## src/rtl/cpu_pkg.sv

```systemverilog
// cpu_pkg: shared constants for the data-memory arbiter. Port indices name the
// two requesters; the response-owner encoding tags which port a registered
// read response belongs to.
package cpu_pkg;

    // Requester indices into the grant vector.
    localparam int PORT_CPU = 0;
    localparam int PORT_LDR = 1;

    // Owner of the read response presented in the current cycle.
    typedef enum logic [1:0] {
        RSP_NONE = 2'd0,
        RSP_P0   = 2'd1,
        RSP_P1   = 2'd2
    } rsp_owner_e;

endpackage

```

## src/rtl/rr_arb2.sv

```systemverilog
// rr_arb2: two-way grant logic. A lone requester always wins. On contention,
// either port 0 wins (fixed priority) or the port that did not win the last
// accepted transfer wins (round-robin). Grants are forced low while in reset.
module rr_arb2
    import cpu_pkg::*;
#(
    parameter int FIXED_PRI = 0
) (
    input  logic       clk_i,
    input  logic       rst_ni,
    input  logic [1:0] req_i,
    output logic [1:0] gnt_o
);

    // Index of the port that won the most recent accepted transfer.
    logic last_grant_q;
    logic last_grant_d;

    // Grant selection from the request vector and the last winner.
    always_comb begin
        gnt_o = 2'b00;
        if (rst_ni) begin
            unique case (req_i)
                2'b01: gnt_o = 2'b01;
                2'b10: gnt_o = 2'b10;
                2'b11: begin
                    if ((FIXED_PRI != 0) || (last_grant_q == 1'b1)) begin
                        gnt_o = 2'b01;
                    end else begin
                        gnt_o = 2'b10;
                    end
                end
                default: gnt_o = 2'b00;
            endcase
        end
    end

    // Every grant is an accepted transfer (ready equals grant), so the last
    // winner moves only when some port is granted; idle cycles keep it.
    always_comb begin
        last_grant_d = last_grant_q;
        if (gnt_o[PORT_CPU]) begin
            last_grant_d = 1'b0;
        end else if (gnt_o[PORT_LDR]) begin
            last_grant_d = 1'b1;
        end
    end

    // Last-winner register; resets to the loader so the CPU wins first.
    always_ff @(posedge clk_i or negedge rst_ni) begin
        if (!rst_ni) begin
            last_grant_q <= 1'b1;
        end else begin
            last_grant_q <= last_grant_d;
        end
    end

    // At most one port is ever granted.
    a_gnt_onehot : assert property (@(posedge clk_i) disable iff (!rst_ni) $onehot0(gnt_o));

endmodule

```

## src/rtl/dmem_arbiter.sv

```systemverilog
// dmem_arbiter: shares the single data-memory port between the CPU load/store
// path (port 0) and the program/debug loader (port 1). Writes go straight to
// memory in the accepting cycle; read data is registered so a read accepted in
// cycle t returns on the owning port in cycle t+1. A saturating counter records
// how many cycles both ports were requesting at once.
//
// Handshake: a request transfers in any cycle where pX_valid and pX_ready are
// both high; the requester holds valid/we/addr/wdata stable until ready, and
// pX_ready never depends on anything but the valid inputs and arbitration
// history. pX_rvalid is a one-cycle pulse with no back-pressure.
module dmem_arbiter
    import cpu_pkg::*;
#(
    parameter int AW        = 32,
    parameter int DW        = 32,
    parameter int FIXED_PRI = 0,
    parameter int CNT_W     = 16
) (
    input  logic             clk,
    input  logic             reset,

    input  logic             p0_valid,
    input  logic             p0_we,
    input  logic [AW-1:0]    p0_addr,
    input  logic [DW-1:0]    p0_wdata,
    output logic             p0_ready,
    output logic             p0_rvalid,
    output logic [DW-1:0]    p0_rdata,

    input  logic             p1_valid,
    input  logic             p1_we,
    input  logic [AW-1:0]    p1_addr,
    input  logic [DW-1:0]    p1_wdata,
    output logic             p1_ready,
    output logic             p1_rvalid,
    output logic [DW-1:0]    p1_rdata,

    output logic             mem_we,
    output logic [AW-1:0]    mem_addr,
    output logic [DW-1:0]    mem_wd,
    input  logic [DW-1:0]    mem_rd,

    output logic             cpu_stall,
    output logic [CNT_W-1:0] contention_cnt
);

    logic [1:0]       gnt;
    logic             rd_acc0;
    logic             rd_acc1;

    rsp_owner_e       rsp_owner_q;
    rsp_owner_e       rsp_owner_d;
    logic [DW-1:0]    p0_rdata_q;
    logic [DW-1:0]    p0_rdata_d;
    logic [DW-1:0]    p1_rdata_q;
    logic [DW-1:0]    p1_rdata_d;
    logic [CNT_W-1:0] cnt_q;
    logic [CNT_W-1:0] cnt_d;

    rr_arb2 #(
        .FIXED_PRI (FIXED_PRI)
    ) u_arb (
        .clk_i  (clk),
        .rst_ni (reset),
        .req_i  ({p1_valid, p0_valid}),
        .gnt_o  (gnt)
    );

    assign p0_ready  = gnt[PORT_CPU];
    assign p1_ready  = gnt[PORT_LDR];
    assign cpu_stall = p0_valid & ~p0_ready;

    assign rd_acc0 = gnt[PORT_CPU] & ~p0_we;
    assign rd_acc1 = gnt[PORT_LDR] & ~p1_we;

    // Memory-side mux. With no grant the address/data are don't-care, so they
    // simply follow port 0; the write strobe is what keeps memory safe.
    always_comb begin
        mem_addr = p0_addr;
        mem_wd   = p0_wdata;
        mem_we   = gnt[PORT_CPU] & p0_we;
        if (gnt[PORT_LDR]) begin
            mem_addr = p1_addr;
            mem_wd   = p1_wdata;
            mem_we   = p1_we;
        end
    end

    // Next response owner and read-data capture; rdata holds between reads.
    always_comb begin
        rsp_owner_d = RSP_NONE;
        p0_rdata_d  = p0_rdata_q;
        p1_rdata_d  = p1_rdata_q;
        if (rd_acc0) begin
            rsp_owner_d = RSP_P0;
            p0_rdata_d  = mem_rd;
        end else if (rd_acc1) begin
            rsp_owner_d = RSP_P1;
            p1_rdata_d  = mem_rd;
        end
    end

    // Contention counter: counts dual-valid cycles and sticks at all-ones.
    always_comb begin
        cnt_d = cnt_q;
        if (p0_valid && p1_valid && (cnt_q != {CNT_W{1'b1}})) begin
            cnt_d = cnt_q + CNT_W'(1);
        end
    end

    // Response and counter registers; reset drops any in-flight response.
    always_ff @(posedge clk or negedge reset) begin
        if (!reset) begin
            rsp_owner_q <= RSP_NONE;
            p0_rdata_q  <= '0;
            p1_rdata_q  <= '0;
            cnt_q       <= '0;
        end else begin
            rsp_owner_q <= rsp_owner_d;
            p0_rdata_q  <= p0_rdata_d;
            p1_rdata_q  <= p1_rdata_d;
            cnt_q       <= cnt_d;
        end
    end

    assign p0_rvalid      = (rsp_owner_q == RSP_P0);
    assign p1_rvalid      = (rsp_owner_q == RSP_P1);
    assign p0_rdata       = p0_rdata_q;
    assign p1_rdata       = p1_rdata_q;
    assign contention_cnt = cnt_q;

    // A port is only ever granted while it is requesting.
    a_rdy0_needs_valid : assert property (@(posedge clk) disable iff (!reset) p0_ready |-> p0_valid);
    a_rdy1_needs_valid : assert property (@(posedge clk) disable iff (!reset) p1_ready |-> p1_valid);

endmodule

```

## config.mk

```make
export PLATFORM = sky130hd
export DESIGN_NAME = dmem_arbiter
export DESIGN_NICKNAME = d
export VERILOG_FILES = /design/src/rtl/cpu_pkg.sv /design/src/rtl/rr_arb2.sv /design/src/rtl/dmem_arbiter.sv
export SDC_FILE = /design/constraint.sdc
export NUM_CORES = 1
export LEC_CHECK = 0
export ABC_AREA = 1
export BUFFER_PORTS_ARGS = -buffer_cell sky130_fd_sc_hd__buf_2
export CAP_MARGIN = 40
export CORE_AREA = 2 2 121 123
export CTS_CLUSTER_SIZE = 25
export DETAILED_ROUTE_END_ITERATION = 12
export DIE_AREA = 0 0 123 125
export MAX_ROUTING_LAYER = met4
export PLACE_DENSITY = 0.66
export SLEW_MARGIN = 15
export SYNTH_ARGS = -nofsm -noshare
export SYNTH_HDL_FRONTEND = slang
export SYNTH_SLANG_ARGS = --single-unit
export TNS_END_PERCENT = 50
```

## constraint.sdc

```tcl
create_clock -name clk -period 1.29 [get_ports clk]
set_input_delay 0.258 -clock clk [delete_from_list [all_inputs] [get_ports clk]]
set_output_delay 0.258 -clock clk [all_outputs]
set_load 0.02 [all_outputs]
```

Word-level counts from Yosys, hierarchy flattened
Index checks and enable logic that the tools add are counted.
{"block": "totals", "ram_bits": 0, "reg_bits": 83, "out_inout_bits": 150, "mem_count": 0, "romBits": 0, "elab_cells": 34, "latch_bits": 0, "in_bits": 166}
{"block": "op_classes", "shifts": 0, "reduce_logical": 4, "magnitude_cmp": 0, "n_mul": 0, "mux": 10, "eq_ne": 6, "n_bitwise": 8, "div": 0, "add_sub_neg": 1}
{"op": "$mux 32", "count": 2}
{"op": "$add 16x1->16 const B", "count": 1}
{"op": "$ne 16x16->1 const B", "count": 1}
{"op": "$mux 2", "count": 4}
{"op": "$eq 2x2->1 const B", "count": 3}
{"op": "$pmux 2 s3", "count": 1}
{"op": "$and 1x1->1", "count": 4}
{"op": "$eq 2x1->1 const B", "count": 2}
{"op": "$not 1->1", "count": 4}
{"op": "$mux 1", "count": 3}
{"op": "$logic_and 1x1->1", "count": 2}
{"op": "$reduce_and 2->1", "count": 1}
{"op": "$reduce_bool 2->1", "count": 1}

Longest topological paths before layout
{"block": "logic_depth", "word_depth": 6, "mapped_depth": 9, "ltp_nobuf": 9}

Cells and area by module
From an unflattened synthesis, not the netlist that was laid out.
{"block": "unflattened", "hier_cells": 619, "area_unflattened_um2": 4377.9}
{"module": "dmem_arbiter", "instances": 1, "area_each_um2": 4312.9, "seq_area_each_um2": 2052.0, "cells_each": 608}
{"module": "rr_arb2", "instances": 1, "area_each_um2": 65.1, "seq_area_each_um2": 26.3, "cells_each": 11}

Worst setup path before layout
No wires, ideal clock.
{"block": "synth_timing", "path_type": "register -> output", "from": "register u_arb.last_grant_q", "to": "output port mem_addr[23]", "t_required_ps": 1032, "t_arrival_ps": 1213, "slack_ps": -181, "n_path_buf": 2, "stages_incl_launch_ff": 7, "cell_sequence": "dfstp_2 -> nand2_1 -> nand3_2 -> buf_2 -> buf_2 -> nand2_1 -> nand2_1"}
{"block": "synth_via", "elab_chain_len": 4}
{"element": "start, declared", "line_no": "rr_arb2.sv:16", "source": "logic last_grant_q;"}
{"element": "start signal, assigned", "line_no": "rr_arb2.sv:54", "source": "last_grant_q <= last_grant_d;"}
{"element": "$mux 2", "line_no": "rr_arb2.sv:27", "source": "if ((FIXED_PRI != 0) || (last_grant_q == 1'b1)) begin"}
{"element": "$pmux 2 s3", "line_no": "rr_arb2.sv:23", "source": "unique case (req_i)"}
{"element": "$mux 2", "line_no": "rr_arb2.sv:22", "source": "if (rst_ni) begin"}
{"element": "$mux 32", "line_no": "dmem_arbiter.sv:82", "source": "if (gnt[PORT_LDR]) begin"}
{"element": "end, declared", "line_no": "dmem_arbiter.sv:39", "source": "output logic [AW-1:0] mem_addr,"}
No other way between the ends.

Worst setup path in the final report
{"block": "layout_timing", "from": "register u_arb.last_grant_q", "to": "output port mem_wd[2]"}
{"block": "layout_via", "elab_chain_len": 4}
{"element": "$mux 2", "line_no": "rr_arb2.sv:27"}
{"element": "$pmux 2 s3", "line_no": "rr_arb2.sv:23"}
{"element": "$mux 2", "line_no": "rr_arb2.sv:22"}
{"element": "$mux 32", "line_no": "dmem_arbiter.sv:82"}
{"element": "end, declared", "line_no": "dmem_arbiter.sv:40", "source": "output logic [DW-1:0] mem_wd,"}
No other way between the ends.

==> reports/qor.yml <==
antenna_found_initial: 7
hold_viol: 0
drt-vias-per-instance: 4.60
ctsLongestPathBuffers: 2
fin_crit_ns: 1.88
synth_simple_gate_area_share_pct: 33.1
ys_ff_latch: 83
path_max_fanout: 7
placed_cell_area_um2: 6590
p_int_uw: 6280
synth-edff-count: 0
totalWireLength_um: 19700
synth_nets: 781
grt_pass1_wl_um: 26200
multi_input_area_um2: 2380
fillCellCount: 1292
final_cell_mix: "248 x buf_2, 216 x nand2_1, 95 x nand2_2"
synth_compound_area_share_pct: 8.36
cts_buffers: 9
ant_nets: 0
hpwl_um: 13600
path_clk_slew_ns: 0.06
syn_to_final_growth_pct: 88.3
synth-xor-area-share_pct: 1.63
netlist_area_um2: 4310
die_w_um: 123
sw_frac_of_total_pct: 35.7
regToRegSetupSlack_ns: -0.37
final_max_slew_viol_count: 0
synthMuxAreaShare_pct: 0
period_share_pct: 146
clock_skew_ns: 0.0120
r2r_cells: 11
nNetsFinal: 1145
dieArea_um2: 15400
num_rows: 44
die_h_um: 125
vias: 5404
synth_fa_ha_area_share_pct: 0.290
grt_max_degree: 65
io_buffers: 315
overflow: 0
critPathRequiredTime_ns: 1.03
hold_path_class: "input port to asynchronous set/reset pin"
combPwrFrac_pct: 37.8
ys_seq_area_share_pct: 48.2
core_um2: 14200
grt_pass1_vias: 4916
rsz0062_at_grt: "true"
maxSlewHeadroom_pct: 63.0
fin_ws_ns: -0.592
wl_per_cell_um: 16.8
dp_slack_ns: -0.295
vdd_drop_max_mv: 0.922
syn_area_per_cell_um2: 7.02
fin_area_um2: 8120
synth_cells: 614
status: "complete, but fails checks"
h-tree-depth: 3
first_iter_violations: 304
start_util_pct: 30.4
mostFrequentLayoutCell: "buf_2"
clock_power_share_pct: 27.1
violations: "negative setup slack"
p_per_area_nw_per_um2: 1200
worstSetupEndpointType: "primary output"
seq_power_share_pct: 35.2
clk_latency_ns: 0.34
rr_startpoint: "u_arb.last_grant_q"
report.final.setup_viol: 138
drive_gt1_share_pct: 56.3
p_sw_uw: 3480
cts.sinks: 83
drtPass1Iterations: 4
cts_tree: "done"
async_flop_share_pct: 100
criticalPathCategory: "flop to primary output"
grt_use_total_pct: 23.2
worstMarginPinSlew_ns: 0.552
crit_path_start_kind: "flop"
synth_top_family_by_area: "simple AND/OR/NAND/NOR gates"
cp_data_arrival_time_ns: 1.62
register_area_um2: 2090
drc: 0
synth_flop_cell: "dfrtp_1"
globalplace.congestion: 0.832
fmax_mhz: 531
ys_types: 22
p_leak_uw: 0.00449
ctsRootBufferMaster: "clkbuf_16"
maxCapViolations: 0
io_pins: 316
yosysWarningCount: 0
r2r_end: "p0_rdata[22]"
-- synth_stat cells (2+ instances only) --
| master | count | area share, % |
|---|---|---|
| nand4_1 | 5 | 0.73 |
| buf_2 | 23 | 2.7 |
| dfrtp_1 | 82 | 48 |
| nor2_1 | 18 | 1.6 |
| o21ai_1 | 22 | 2.6 |
| nor2_2 | 3 | 0.44 |
| a21oi_1 | 2 | 0.23 |
| nand3_1 | 5 | 0.58 |
| inv_2 | 2 | 0.17 |
| inv_1 | 53 | 4.6 |
| clkbuf_1 | 4 | 0.35 |
| nand3_2 | 2 | 0.46 |
| nand2_1 | 330 | 29 |
| o21ai_0 | 48 | 5.6 |
| xnor2_1 | 8 | 1.6 |
-- worst max-delay path, stage by stage (launching register included) --
cell       delay, ns
dfstp_2         0.53
nand2_2         0.07
nand3_4         0.13
buf_12          0.16
clkbuf_16       0.15
nand2_1         0.07
nand2_2         0.07
buf_6           0.11
-- cells by family after synthesis --
| logic type | Yosys count |
|---|---|
| adders and majority gates | 1 |
| DFF | 83 |
| buffers and inverters | 84 |
| AOI/OAI and AO/OA | 72 |
| xor gates and xnor gates | 8 |
| and+or+nand+nor | 366 |
-- cell type report --
type | instances | share of cell area, %
diodes | 7 | 0.216
clock buffers | 11 | 3.11
clock inverters | 5 | 0.755
inverters | 55 | 2.67
multi-input cells | 447 | 29.3
flip-flops and latches | 83 | 25.8
well taps | 184 | 2.84
repair buffers | 382 | 35.4
-- layer usage --
| layer | GRT usage (%) | part of all wire [%] | vias up |
|---|---|---|---|
| li1 | - | - | 2613 |
| met3 | 5.66 | 7.0 | 28 |
| met1 | 29.1 | 42 | 2514 |
| met4 | 6.22 | 1.9 | 0 |
| met5 | - | 0 | - |
| met2 | 37.2 | 49 | 249 |
-- state kept, by name, indices dropped and copies added (netlist names) --
signal	cells
contention_cnt	16
rsp_owner_q	2
p0_rdata	32
p1_rdata	32
u_arb.last_grant_q	1
-- how the worst max path moves through the flow --
stage | start | end | slack [ns]
2_1_floorplan | u_arb.last_grant_q | mem_addr[10] | -0.08
3_3_place_gp | u_arb.last_grant_q | mem_addr[12] | -0.32
3_5_place_dp | u_arb.last_grant_q | mem_addr[12] | -0.29
4_1_cts | u_arb.last_grant_q | mem_wd[6] | -0.57
5_1_grt | u_arb.last_grant_q | mem_wd[2] | -0.65
6_report | u_arb.last_grant_q | mem_wd[2] | -0.59
-- stage by stage --
step	setup TNS [ns]	cells	hold WS (ns)	total power, µW	utilization (%)
floorplan	-4.22	614	-0.0376	5120	-
global placement	-23.88	1124	0.324	6380	46.2
detailed placement	-24.67	1125	0.326	6430	46.4
CTS	-54.72	1156	0.0712	9430	52.8
global route	-64.68	1174	0.0896	10300	57.2
finish	-53.86	1174	0.0713	9760	57.2
-- power groups by stage --
| stage | Clock [µW] | Combinational [µW] | Sequential (µW) |
|---|---|---|---|
| after floorplan | 0 | 1130 | 4000 |
| after global placement | 0 | 2980 | 3400 |
| after detailed placement | 0 | 3040 | 3400 |
| after CTS | 2700 | 3350 | 3380 |
| after global routing | 2810 | 3950 | 3490 |
| final | 2640 | 3690 | 3430 |
-- timing repair --
item,CTS,global route
cloned,7,8
hold buffers,2,0
endpoints found under the setup margin,161,165
gates resized for setup,102,146
endpoints found under the hold margin,28,0
setup buffers,6,2
pin swaps,2,17
Power figures use the tool's default switching activity.
